## src/rtl/muldiv_iter_if.sv

```systemverilog
// Issue/result bundle between the execute-stage ALU and the iterative multiply/divide unit.
interface muldiv_iter_if #(
  parameter int WIDTH = 32
);
  logic             start_i;
  logic [2:0]       op_i;
  logic [WIDTH-1:0] src1_i;
  logic [WIDTH-1:0] src2_i;
  logic             flush_i;
  logic             busy_o;
  logic             res_valid_o;
  logic [WIDTH-1:0] res_o;

  modport master (
    output start_i, op_i, src1_i, src2_i, flush_i,
    input  busy_o, res_valid_o, res_o
  );

  modport slave (
    input  start_i, op_i, src1_i, src2_i, flush_i,
    output busy_o, res_valid_o, res_o
  );
endinterface

```

## src/rtl/muldiv_iter.sv

```systemverilog
// Iterative RV32M/RV64M multiply/divide: radix-2 shift-add multiply, restoring divide.
// Define MULDIV_FAST_MUL_EN to replace the iterative multiply with a one-cycle combinational one.
module muldiv_iter #(
  parameter int WIDTH = 32,
  parameter int CNT_W = $clog2(WIDTH) + 1
) (
  input  logic          clk,
  input  logic          rst,
  muldiv_iter_if.slave  bus
);
  typedef enum logic [2:0] {ST_IDLE, ST_MUL, ST_DIV, ST_ADJ, ST_DONE} state_t;

  state_t             state_reg, state_next;
  logic [2:0]         op_reg, op_next;
  logic [CNT_W-1:0]   cnt_reg, cnt_next;
  logic [WIDTH-1:0]   a_reg, a_next;
  logic [2*WIDTH-1:0] p_reg, p_next;
  logic               neg_res_reg, neg_res_next;
  logic               neg_rem_reg, neg_rem_next;
  logic [WIDTH-1:0]   res_reg, res_next;
  logic               valid_reg, valid_next;

  logic             src1_signed, src2_signed, src1_neg, src2_neg;
  logic [WIDTH-1:0] src1_mag, src2_mag, int_min;
  logic             div_zero, div_ovf;

  assign int_min     = {1'b1, {(WIDTH-1){1'b0}}};
  assign src1_signed = (bus.op_i == 3'b001) || (bus.op_i == 3'b010) ||
                       (bus.op_i == 3'b100) || (bus.op_i == 3'b110);
  assign src2_signed = (bus.op_i == 3'b001) || (bus.op_i == 3'b100) || (bus.op_i == 3'b110);
  assign src1_neg    = src1_signed && bus.src1_i[WIDTH-1];
  assign src2_neg    = src2_signed && bus.src2_i[WIDTH-1];
  assign src1_mag    = src1_neg ? -bus.src1_i : bus.src1_i;
  assign src2_mag    = src2_neg ? -bus.src2_i : bus.src2_i;
  assign div_zero    = bus.op_i[2] && (bus.src2_i == '0);
  assign div_ovf     = ((bus.op_i == 3'b100) || (bus.op_i == 3'b110)) &&
                       (bus.src1_i == int_min) && (bus.src2_i == '1);

  // p_reg holds {accumulator, multiplier} for MUL and {remainder, dividend/quotient} for DIV
  logic [WIDTH:0]   mul_sum, div_shift;
  logic             div_ge;
  logic [WIDTH-1:0] div_rem;

  assign mul_sum   = {1'b0, p_reg[2*WIDTH-1:WIDTH]} + {1'b0, (p_reg[0] ? a_reg : {WIDTH{1'b0}})};
  assign div_shift = {p_reg[2*WIDTH-1:WIDTH], p_reg[WIDTH-1]};
  assign div_ge    = div_shift >= {1'b0, a_reg};
  assign div_rem   = div_ge ? (div_shift[WIDTH-1:0] - a_reg) : div_shift[WIDTH-1:0];

  logic [2*WIDTH-1:0] prod_adj;
  logic [WIDTH-1:0]   quo_adj, rem_adj, adj_res;

  assign prod_adj = neg_res_reg ? -p_reg : p_reg;
  assign quo_adj  = neg_res_reg ? -p_reg[WIDTH-1:0] : p_reg[WIDTH-1:0];
  assign rem_adj  = neg_rem_reg ? -p_reg[2*WIDTH-1:WIDTH] : p_reg[2*WIDTH-1:WIDTH];
  assign adj_res  = op_reg[2] ? (op_reg[1] ? rem_adj : quo_adj) :
                    ((op_reg == 3'b000) ? prod_adj[WIDTH-1:0] : prod_adj[2*WIDTH-1:WIDTH]);

`ifdef MULDIV_FAST_MUL_EN
  // Sign-extending both operands to 2*WIDTH makes a plain modular multiply signed-correct
  logic [2*WIDTH-1:0] fast_prod;
  logic [WIDTH-1:0]   fast_res;
  assign fast_prod = {{WIDTH{src1_neg}}, bus.src1_i} * {{WIDTH{src2_neg}}, bus.src2_i};
  assign fast_res  = (bus.op_i == 3'b000) ? fast_prod[WIDTH-1:0] : fast_prod[2*WIDTH-1:WIDTH];
`endif

  always_comb begin
    state_next   = state_reg;
    op_next      = op_reg;
    cnt_next     = cnt_reg;
    a_next       = a_reg;
    p_next       = p_reg;
    neg_res_next = neg_res_reg;
    neg_rem_next = neg_rem_reg;
    res_next     = res_reg;
    valid_next   = 1'b0;
    case (state_reg)
      ST_IDLE: begin
        if (bus.start_i) begin
          op_next      = bus.op_i;
          a_next       = src2_mag;
          p_next       = {{WIDTH{1'b0}}, src1_mag};
          cnt_next     = '0;
          neg_res_next = src1_neg ^ src2_neg;
          neg_rem_next = src1_neg;
          if (div_zero) begin
            res_next   = bus.op_i[1] ? bus.src1_i : {WIDTH{1'b1}};
            valid_next = 1'b1;
            state_next = ST_DONE;
          end else if (div_ovf) begin
            res_next   = bus.op_i[1] ? {WIDTH{1'b0}} : bus.src1_i;
            valid_next = 1'b1;
            state_next = ST_DONE;
          end
`ifdef MULDIV_FAST_MUL_EN
          else if (!bus.op_i[2]) begin
            res_next   = fast_res;
            valid_next = 1'b1;
            state_next = ST_DONE;
          end
`endif
          else begin
            state_next = bus.op_i[2] ? ST_DIV : ST_MUL;
          end
        end
      end
      ST_MUL: begin
        p_next   = {mul_sum, p_reg[WIDTH-1:1]};
        cnt_next = cnt_reg + 1'b1;
        if (cnt_reg == CNT_W'(WIDTH-1)) state_next = ST_ADJ;
      end
      ST_DIV: begin
        p_next   = {div_rem, p_reg[WIDTH-2:0], div_ge};
        cnt_next = cnt_reg + 1'b1;
        if (cnt_reg == CNT_W'(WIDTH-1)) state_next = ST_ADJ;
      end
      ST_ADJ: begin
        res_next   = adj_res;
        valid_next = 1'b1;
        state_next = ST_DONE;
      end
      ST_DONE: state_next = ST_IDLE;
      default: state_next = ST_IDLE;
    endcase
    // A flush kills everything, including a same-cycle request, and leaves the old result visible
    if (bus.flush_i) begin
      state_next = ST_IDLE;
      valid_next = 1'b0;
      res_next   = res_reg;
    end
  end

  always_ff @(posedge clk) begin
    if (rst) begin
      state_reg   <= ST_IDLE;
      op_reg      <= '0;
      cnt_reg     <= '0;
      a_reg       <= '0;
      p_reg       <= '0;
      neg_res_reg <= 1'b0;
      neg_rem_reg <= 1'b0;
      res_reg     <= '0;
      valid_reg   <= 1'b0;
    end else begin
      state_reg   <= state_next;
      op_reg      <= op_next;
      cnt_reg     <= cnt_next;
      a_reg       <= a_next;
      p_reg       <= p_next;
      neg_res_reg <= neg_res_next;
      neg_rem_reg <= neg_rem_next;
      res_reg     <= res_next;
      valid_reg   <= valid_next;
    end
  end

  assign bus.busy_o      = (state_reg != ST_IDLE);
  assign bus.res_valid_o = valid_reg;
  assign bus.res_o       = res_reg;
endmodule

```

## src/flat_wrapper.sv

```systemverilog
// flat-port wrapper written by rule: the top's interface ports become plain ports
module muldiv_iter_flat 
#(
  parameter int WIDTH = 32,
  parameter int CNT_W = $clog2(WIDTH) + 1
)
  (clk, rst, bus_start_i, bus_op_i, bus_src1_i, bus_src2_i, bus_flush_i, bus_busy_o, bus_res_valid_o, bus_res_o);
  muldiv_iter_if #(.WIDTH(WIDTH)) bus_i ();
  input  logic clk;
  input  logic rst;
  input wire logic [$bits(bus_i.start_i)-1:0] bus_start_i;
  input wire logic [$bits(bus_i.op_i)-1:0] bus_op_i;
  input wire logic [$bits(bus_i.src1_i)-1:0] bus_src1_i;
  input wire logic [$bits(bus_i.src2_i)-1:0] bus_src2_i;
  input wire logic [$bits(bus_i.flush_i)-1:0] bus_flush_i;
  output wire logic [$bits(bus_i.busy_o)-1:0] bus_busy_o;
  output wire logic [$bits(bus_i.res_valid_o)-1:0] bus_res_valid_o;
  output wire logic [$bits(bus_i.res_o)-1:0] bus_res_o;
  assign bus_i.start_i = bus_start_i;
  assign bus_i.op_i = bus_op_i;
  assign bus_i.src1_i = bus_src1_i;
  assign bus_i.src2_i = bus_src2_i;
  assign bus_i.flush_i = bus_flush_i;
  assign bus_busy_o = bus_i.busy_o;
  assign bus_res_valid_o = bus_i.res_valid_o;
  assign bus_res_o = bus_i.res_o;
  muldiv_iter #(.WIDTH(WIDTH), .CNT_W(CNT_W)) u_core (.clk(clk), .rst(rst), .bus(bus_i));
endmodule
```

## config.mk

```make
export PLATFORM = sky130hd
export DESIGN_NAME = muldiv_iter_flat
export DESIGN_NICKNAME = d
export VERILOG_FILES = /design/src/rtl/muldiv_iter_if.sv /design/src/rtl/muldiv_iter.sv /design/src/flat_wrapper.sv
export SDC_FILE = /design/constraint.sdc
export NUM_CORES = 1
export LEC_CHECK = 0
export ABC_AREA = 1
export BUFFER_PORTS_ARGS = -buffer_cell sky130_fd_sc_hd__buf_2
export CORE_MARGIN = 5
export CORE_UTILIZATION = 30
export DETAILED_ROUTE_END_ITERATION = 10
export PLACE_DENSITY = 0.47
export SYNTH_ARGS = -nofsm -noshare
export SYNTH_HDL_FRONTEND = slang
export SYNTH_SLANG_ARGS = --single-unit
```

## constraint.sdc

```tcl
create_clock -name clk -period 4.4 [get_ports clk]
set_clock_uncertainty 0.15 [all_clocks]
set_input_delay 0.22 -clock clk [delete_from_list [all_inputs] [get_ports clk]]
set_output_delay 0.22 -clock clk [all_outputs]
set_load 0.1 [all_outputs]
```

==> results of run 1 <==
## cell usage after synthesis (36+ instances only)
| master | n |
|---|---|
| inv_1 | 377 |
| nor2_1 | 352 |
| nand3_1 | 359 |
| a21oi_1 | 253 |
| nand2_1 | 897 |
| xor2_1 | 41 |
| o21ai_0 | 222 |
| ha_1 | 70 |
| dfxtp_1 | 143 |
| clkbuf_1 | 72 |
| a221oi_1 | 36 |
| o21ai_1 | 44 |
## per-stage QoR
stage	cells	worst slack (ns)	instance area, um^2	total power [mW]
floorplan	3184	1.825	17390	3.696
detailed placement	3968	1.117	18630	4.686
CTS	4038	1.101	19580	6.217
global route	4038	0.6738	19580	6.667
finish	4038	1.008	19580	6.241
global placement	3968	1.172	18630	4.714
## layer usage
layer,global-route usage,wire length [um]
met1,0.3644,37790
met2,0.3572,32930
met3,0.03973,6413
met4,0.07407,2290
met5,0,0
## cell families after synthesis
group | after synthesis | synth area share
xor+xnor | 64 | 0.03223
flops | 143 | 0.1646
fa+ha+maj | 72 | 0.05267
simple gates | 1754 | 0.4319
compound gates | 624 | 0.1985
buf+inv | 527 | 0.1201
## layout make-up
type,instances,area (um^2)
fillers,6556,38000
multi-input cells,2514,12450
flip-flops and latches,143,2864
inverters,396,1488
repair buffers,190,1266
well taps,765,957.2
clock buffers,20,466.7
clock inverters,10,90.09
## how the worst min path moves through the flow
stage                                 startpoint                           endpoint  slack (ns)
4_1_cts                            bus_src2_i[7]       u_core.a_reg[7]$_SDFFE_PP0P_      0.0004
2_1_floorplan                        bus_op_i[0]      u_core.op_reg[0]$_SDFFE_PP0P_        0.22
3_5_place_dp   u_core.bus.res_o[29]$_SDFFE_PP0P_  u_core.bus.res_o[29]$_SDFFE_PP0P_        0.30
5_1_grt                            bus_src2_i[7]       u_core.a_reg[7]$_SDFFE_PP0P_        0.02
6_report                           bus_src2_i[7]       u_core.a_reg[7]$_SDFFE_PP0P_        0.03
3_3_place_gp   u_core.bus.res_o[20]$_SDFFE_PP0P_  u_core.bus.res_o[20]$_SDFFE_PP0P_        0.31
## what timing repair did
| item | in CTS | in global routing |
|---|---|---|
| hold buffers | 40 | 0 |
| endpoints found under the hold margin | 45 | 0 |
| resized for setup | 0 | 0 |
## worst reg2reg max path, stage by stage (launching register included)
cell,delay [ns]
dfxtp_1,0.77
buf_4,0.39
nand2_1,0.09
inv_1,0.06
ha_1,0.18
nand2_1,0.12
nor2_1,0.23
nand4_1,0.10
o21ai_0,0.60
nand3_1,0.21
nand2_1,0.11
nand2_1,0.05
nand3_1,0.06
nand3_1,0.08
nand2_1,0.06
inv_1,0.04
## power by group through the flow
stage                     clock, mW  combinational [mW]  sequential, mW
final                          1.47                3.16            1.61
after global routing           1.55                3.50            1.62
after CTS                      1.52                3.10            1.60
after detailed placement          0                3.05            1.63
after global placement            0                3.08            1.63
after floorplan                   0                2.10            1.59
==> impl_metrics.toml, run 1 <==
[min_path]
min_path_type = "in2reg"
whs_path_depth = 4

[synthesis]
yosysTopAreaCellShare = 0.1936
ys_seq_area_frac = 0.1646
synth_ff_type = "dfxtp_1"
syn_nets = 3327
yosysUniqueCellTypes = 53
syn_area_per_cell_um2 = 5.462
synth_area_leader_cell = "nand2_1"
yosys_warnings = 0
synth_async_sr_flop_share = 0
synthCells = 3184
synth_top_cells_by_area = "nand2_1, dfxtp_1, nand3_1"
synth-edff-count = 0
netlist_area_um2 = 17390
yosys_register_bits = 143

[critical_path]
r2r-start = "u_core.p_reg[0]$_SDFFE_PP0P_"
path_depth = 15
critical_path.endpoint = "u_core.p_reg[59]$_SDFFE_PP0P_"
end_kind = "register"
crit_chain = "buf_4 -> nand2_1 -> inv_1 -> ha_1 -> nand2_1 -> nor2_1 -> nand4_1 -> o21ai_0 -> nand3_1 -> nand2_1 -> nand2_1 -> nand3_1 -> nand3_1 -> nand2_1 -> inv_1"
worst_ep_arrival_time_ns = 3.64
reg2reg_to = "u_core.p_reg[59]$_SDFFE_PP0P_"
cp-startpoint = "u_core.p_reg[0]$_SDFFE_PP0P_"
crit_buf_inv = 3
crit_slowest_cell = "dfxtp_1"
r2r.worst_path.cells = 15
max_stage_delay_ns = 0.77
critPathMaxFanout = 19
rrSetupSlack_ns = 1.01
criticalPathCategory = "reg2reg"
crit_top_cell = "nand2_1"
cp-start-kind = "register"
path_delay_family = "simple AND/OR/NAND/NOR gates"
required_ns = 4.65

[clocking]
cts_buffer_depth = 2
clk_latency_ns = 0.50
cts_made_buffers = 17
cts_setup_buffers = 0
cts_num_sinks = 143
clk_pin_slew_worst_paths_ns = 0.07
cts_root_buf = "clkbuf_16"
cts_tree = "built"
cts_htree_levels = 4

[die]
fp-row-count = 88
ios = 105
coreArea_um2 = 57590
fp.dieW_um = 250.8
dieArea_um2 = 62880
start_util = 0.3020
die_y_um = 250.8

[detailed_routing]
vias_per_cell = 5.332
drcViolationCount = 0
routed_wl_um = 79430
wl_per_cell_um = 19.67
drt_iter0_markers = 2450
dr.pass1.iters = 6
antenna_left = 0
routed-via-count = 21531

[status]
status = "finished clean"

[pwr]
irDropWorstVdd_mv = 0.3314
p_sw_mw = 3.085
p_comb_frac = 0.507
powerDensity_nw_per_um2 = 318.7
clkPwrFrac = 0.235
leakagePower_nw = 9.721
seqPwrFrac = 0.258
swShare = 0.4942
intPower_mw = 3.157

[placed_design]
gp_congestion = 0.9901
dp_hpwl_um = 62710
io_buffers = 104

[grt]
antenna_found_initial = 0
first_global_vias = 19575
grt-ovfl-total = 0
grt_max_degree = 68
grt_first_pass_wirelength_um = 120000
grt.total_usage = 0.2436

[sta]
slew_viol_final = 0
tightest_slew_ns = 1.068
rsz0062_at_grt = "no"
hold_viol_final = 0
whs_ns = 0.02858
fin_crit_ns = 3.392
setup-tns-final_ns = 0
setup_viol = 0
period_share = 0.7710
max_freq_mhz = 294.8
max_slew_margin = 0.2871

[layout]
antenna_cells = 0
finish.utilization = 0.3401
final_common_cell = "nand2_1"
final_cell_mix = "nand2_1, inv_1, nand3_1"
area_delta_synth_final_pct = 12.61
final_layout_size_suffix_gt1_frac = 0.08310
largest_reg_flops = 64
nets = 3405

[flow_run]
max_cap_violations = 0
No activity file was read; power rests on OpenSTA's default activity.
==> run 2: changes to the inputs <==
--- a/config.mk
+++ b/config.mk
@@ -10,7 +10,7 @@
 export CORE_MARGIN = 5
 export CORE_UTILIZATION = 30
 export DETAILED_ROUTE_END_ITERATION = 10
-export PLACE_DENSITY = 0.47
+export PLACE_DENSITY = 0.49
 export SYNTH_ARGS = -nofsm -noshare
 export SYNTH_HDL_FRONTEND = slang
 export SYNTH_SLANG_ARGS = --single-unit
==> constraint.sdc (replaced) <==
create_clock -name clk -period 2.7 [get_ports clk]
set_clock_uncertainty 0.15 [all_clocks]
set_input_delay 0.135 -clock clk [delete_from_list [all_inputs] [get_ports clk]]
set_output_delay 0.135 -clock clk [all_outputs]
set_load 0.1 [all_outputs]
==> impl_metrics.toml, run 2 (same netlist as run 1, synthesis figures left out) <==
[critical_path]
r2r-start = "u_core.a_reg[22]$_SDFFE_PP0P_"
critPathMaxFanout = 4
worst_ep_arrival_time_ns = 2.83
end_kind = "register"
rrSetupSlack_ns = 0.11
reg2reg_to = "u_core.p_reg[63]$_SDFFE_PP0P_"
cp-start-kind = "register"
criticalPathCategory = "reg2reg"
required_ns = 2.94
r2r.worst_path.cells = 14

[sta]
tightest_slew_ns = 0.8817
slew_viol_final = 0
rsz0062_at_grt = "yes"
max_freq_mhz = 386.4
setup_viol = 0
period_share = 0.9584
hold_viol_final = 0
layout_setup_ws_ns = 0.1123
max_slew_margin = 0.4060
fin_crit_ns = 2.588

[placed_design]
dp_hpwl_um = 63570
gp_congestion = 0.9804
placed_cell_area_um2 = 20070
dp_slack_ns = -0.1166
io_buffers = 104
dp.cells = 4146

[min_path]
min_path_type = "in2reg"
min_from = "bus_src2_i[25]"
holdPathEnd = "u_core.a_reg[25]$_SDFFE_PP0P_"
whs_path_depth = 5

[grt]
grt-ovfl-total = 0
first_global_vias = 20312
antenna_found_initial = 2
grt_max_degree = 73
grt_first_pass_wirelength_um = 121100
grt.total_usage = 0.2450

[layout]
fillCellCount = 6447
finish.instance_area_um2 = 21610
final_layout_size_suffix_gt1_frac = 0.1495
nets = 3608
largest_reg_flops = 64
finish.utilization = 0.3753
instances_no_fill = 4243
final_cell_mix = "nand2_1, inv_1, nand3_1"
area_delta_synth_final_pct = 24.29
final_common_cell = "nand2_1"
regArea_um2 = 2867
antenna_cells = 0
multi_input_area_um2 = 12750

[flow_run]
max_cap_violations = 0

[status]
status = "finished clean"

[die]
fp.dieW_um = 250.8
ios = 105
dieArea_um2 = 62880
start_util = 0.3020
coreArea_um2 = 57590
die_y_um = 250.8
fp-row-count = 88

[clocking]
cts_htree_levels = 4
cts_root_buf = "clkbuf_16"
cts_made_buffers = 17
cts_num_sinks = 143
cts_tree = "built"
clk_pin_slew_worst_paths_ns = 0.07
clk_latency_ns = 0.49
cts_buffer_depth = 2

[detailed_routing]
antenna_left = 0
routed-via-count = 21996
vias_per_cell = 5.184
dr.pass1.iters = 6
drt_iter0_markers = 2349
drcViolationCount = 0
wl_per_cell_um = 18.82
routed_wl_um = 79860

[pwr]
powerDensity_nw_per_um2 = 507.3
leakagePower_nw = 10.76
irDropWorstVdd_mv = 0.4992
-- run 2: changes by cell type in the layout (fill, tap and decap cells not counted), sizes merged --
cell	previous run	this run
buf	150	329
dlygate4sd3	40	64
clkinv	12	5
clkinvlp	0	7
inv	393	395
bufinv	1	2
clkbuf	20	19
-- run 2: final cells by class --
cell class,count,area share
clock buffers,19,0.02003
clock inverters,13,0.006483
inverters,396,0.06883
multi-input cells,2514,0.5898
flip-flops and latches,143,0.1326
well taps,765,0.04428
repair buffers,393,0.1379
-- run 2: critical path, cell delays in order, from the launching register on --
cell	delay, ns
dfxtp_1	0.34
inv_1	0.11
ha_1	0.39
nand2_1	0.11
buf_4	0.15
nor2_1	0.13
inv_1	0.07
o21ai_0	0.39
a21oi_1	0.17
nand3_1	0.10
nand3_1	0.12
nand2_1	0.09
nand3_1	0.07
nand2_1	0.06
inv_1	0.03
-- run 2: layer usage --
| metal | share of wire | vias to the layer above | wire [um] | track usage |
|---|---|---|---|---|
| met4 | 0.028 | 2 | 2252 | 0.06830 |
| met1 | 0.46 | 10031 | 36700 | 0.3467 |
| met5 | 0.00016 | - | 13 | 0 |
| met2 | 0.43 | 832 | 34670 | 0.3787 |
| met3 | 0.078 | 122 | 6218 | 0.05059 |
| li1 | - | 11009 | - | - |
-- run 2: how the worst max path moves through the flow --
| stage | from | to | depth (start not counted) |
|---|---|---|---|
| final | u_core.a_reg[22]$_SDFFE_PP0P_ | u_core.p_reg[63]$_SDFFE_PP0P_ | 14 |
| after global routing | u_core.p_reg[0]$_SDFFE_PP0P_ | u_core.p_reg[63]$_SDFFE_PP0P_ | 17 |
| after floorplan | u_core.p_reg[0]$_SDFFE_PP0P_ | u_core.p_reg[39]$_SDFFE_PP0P_ | 17 |
| after CTS | u_core.p_reg[0]$_SDFFE_PP0P_ | u_core.p_reg[63]$_SDFFE_PP0P_ | 17 |
| after global placement | u_core.p_reg[0]$_SDFFE_PP0P_ | u_core.p_reg[62]$_SDFFE_PP0P_ | 16 |
| after detailed placement | u_core.p_reg[0]$_SDFFE_PP0P_ | u_core.p_reg[62]$_SDFFE_PP0P_ | 16 |
-- run 2: what timing repair did --
item / 4_1_cts / 5_1_grt
gates resized for setup: 1 / 92
buffers inserted: 0 / 1
setup endpoints to repair: 1 / 54
endpoints found under the hold margin: 76 / 0
gates cloned: 0 / 0
pin swaps: 0 / 5
hold buffers: 64 / 0
-- run 2: stage by stage --
step | setup TNS, ns | total power [mW] | hold slack (ns)
final | 0 | 10.97 | 0.06638
after global routing | -0.1091 | 11.70 | 0.09693
after CTS | 0 | 10.77 | 0.01809
after detailed placement | -0.1166 | 8.210 | 0.2937
after global placement | -0.1596 | 8.238 | 0.2791
after floorplan | 0 | 6.023 | 0.1341
-- run 2: report_power, final --
| group | internal, mW | total, mW | switching (mW) | leakage [nW] |
|---|---|---|---|---|
| Clock | 1.36 | 2.45 | 1.10 | 0.258 |
| Combinational | 2.12 | 5.98 | 3.86 | 9.33 |
| Sequential | 2.30 | 2.53 | 0.233 | 1.18 |
| Total | 5.78 | 11.0 | 5.19 | 10.8 |
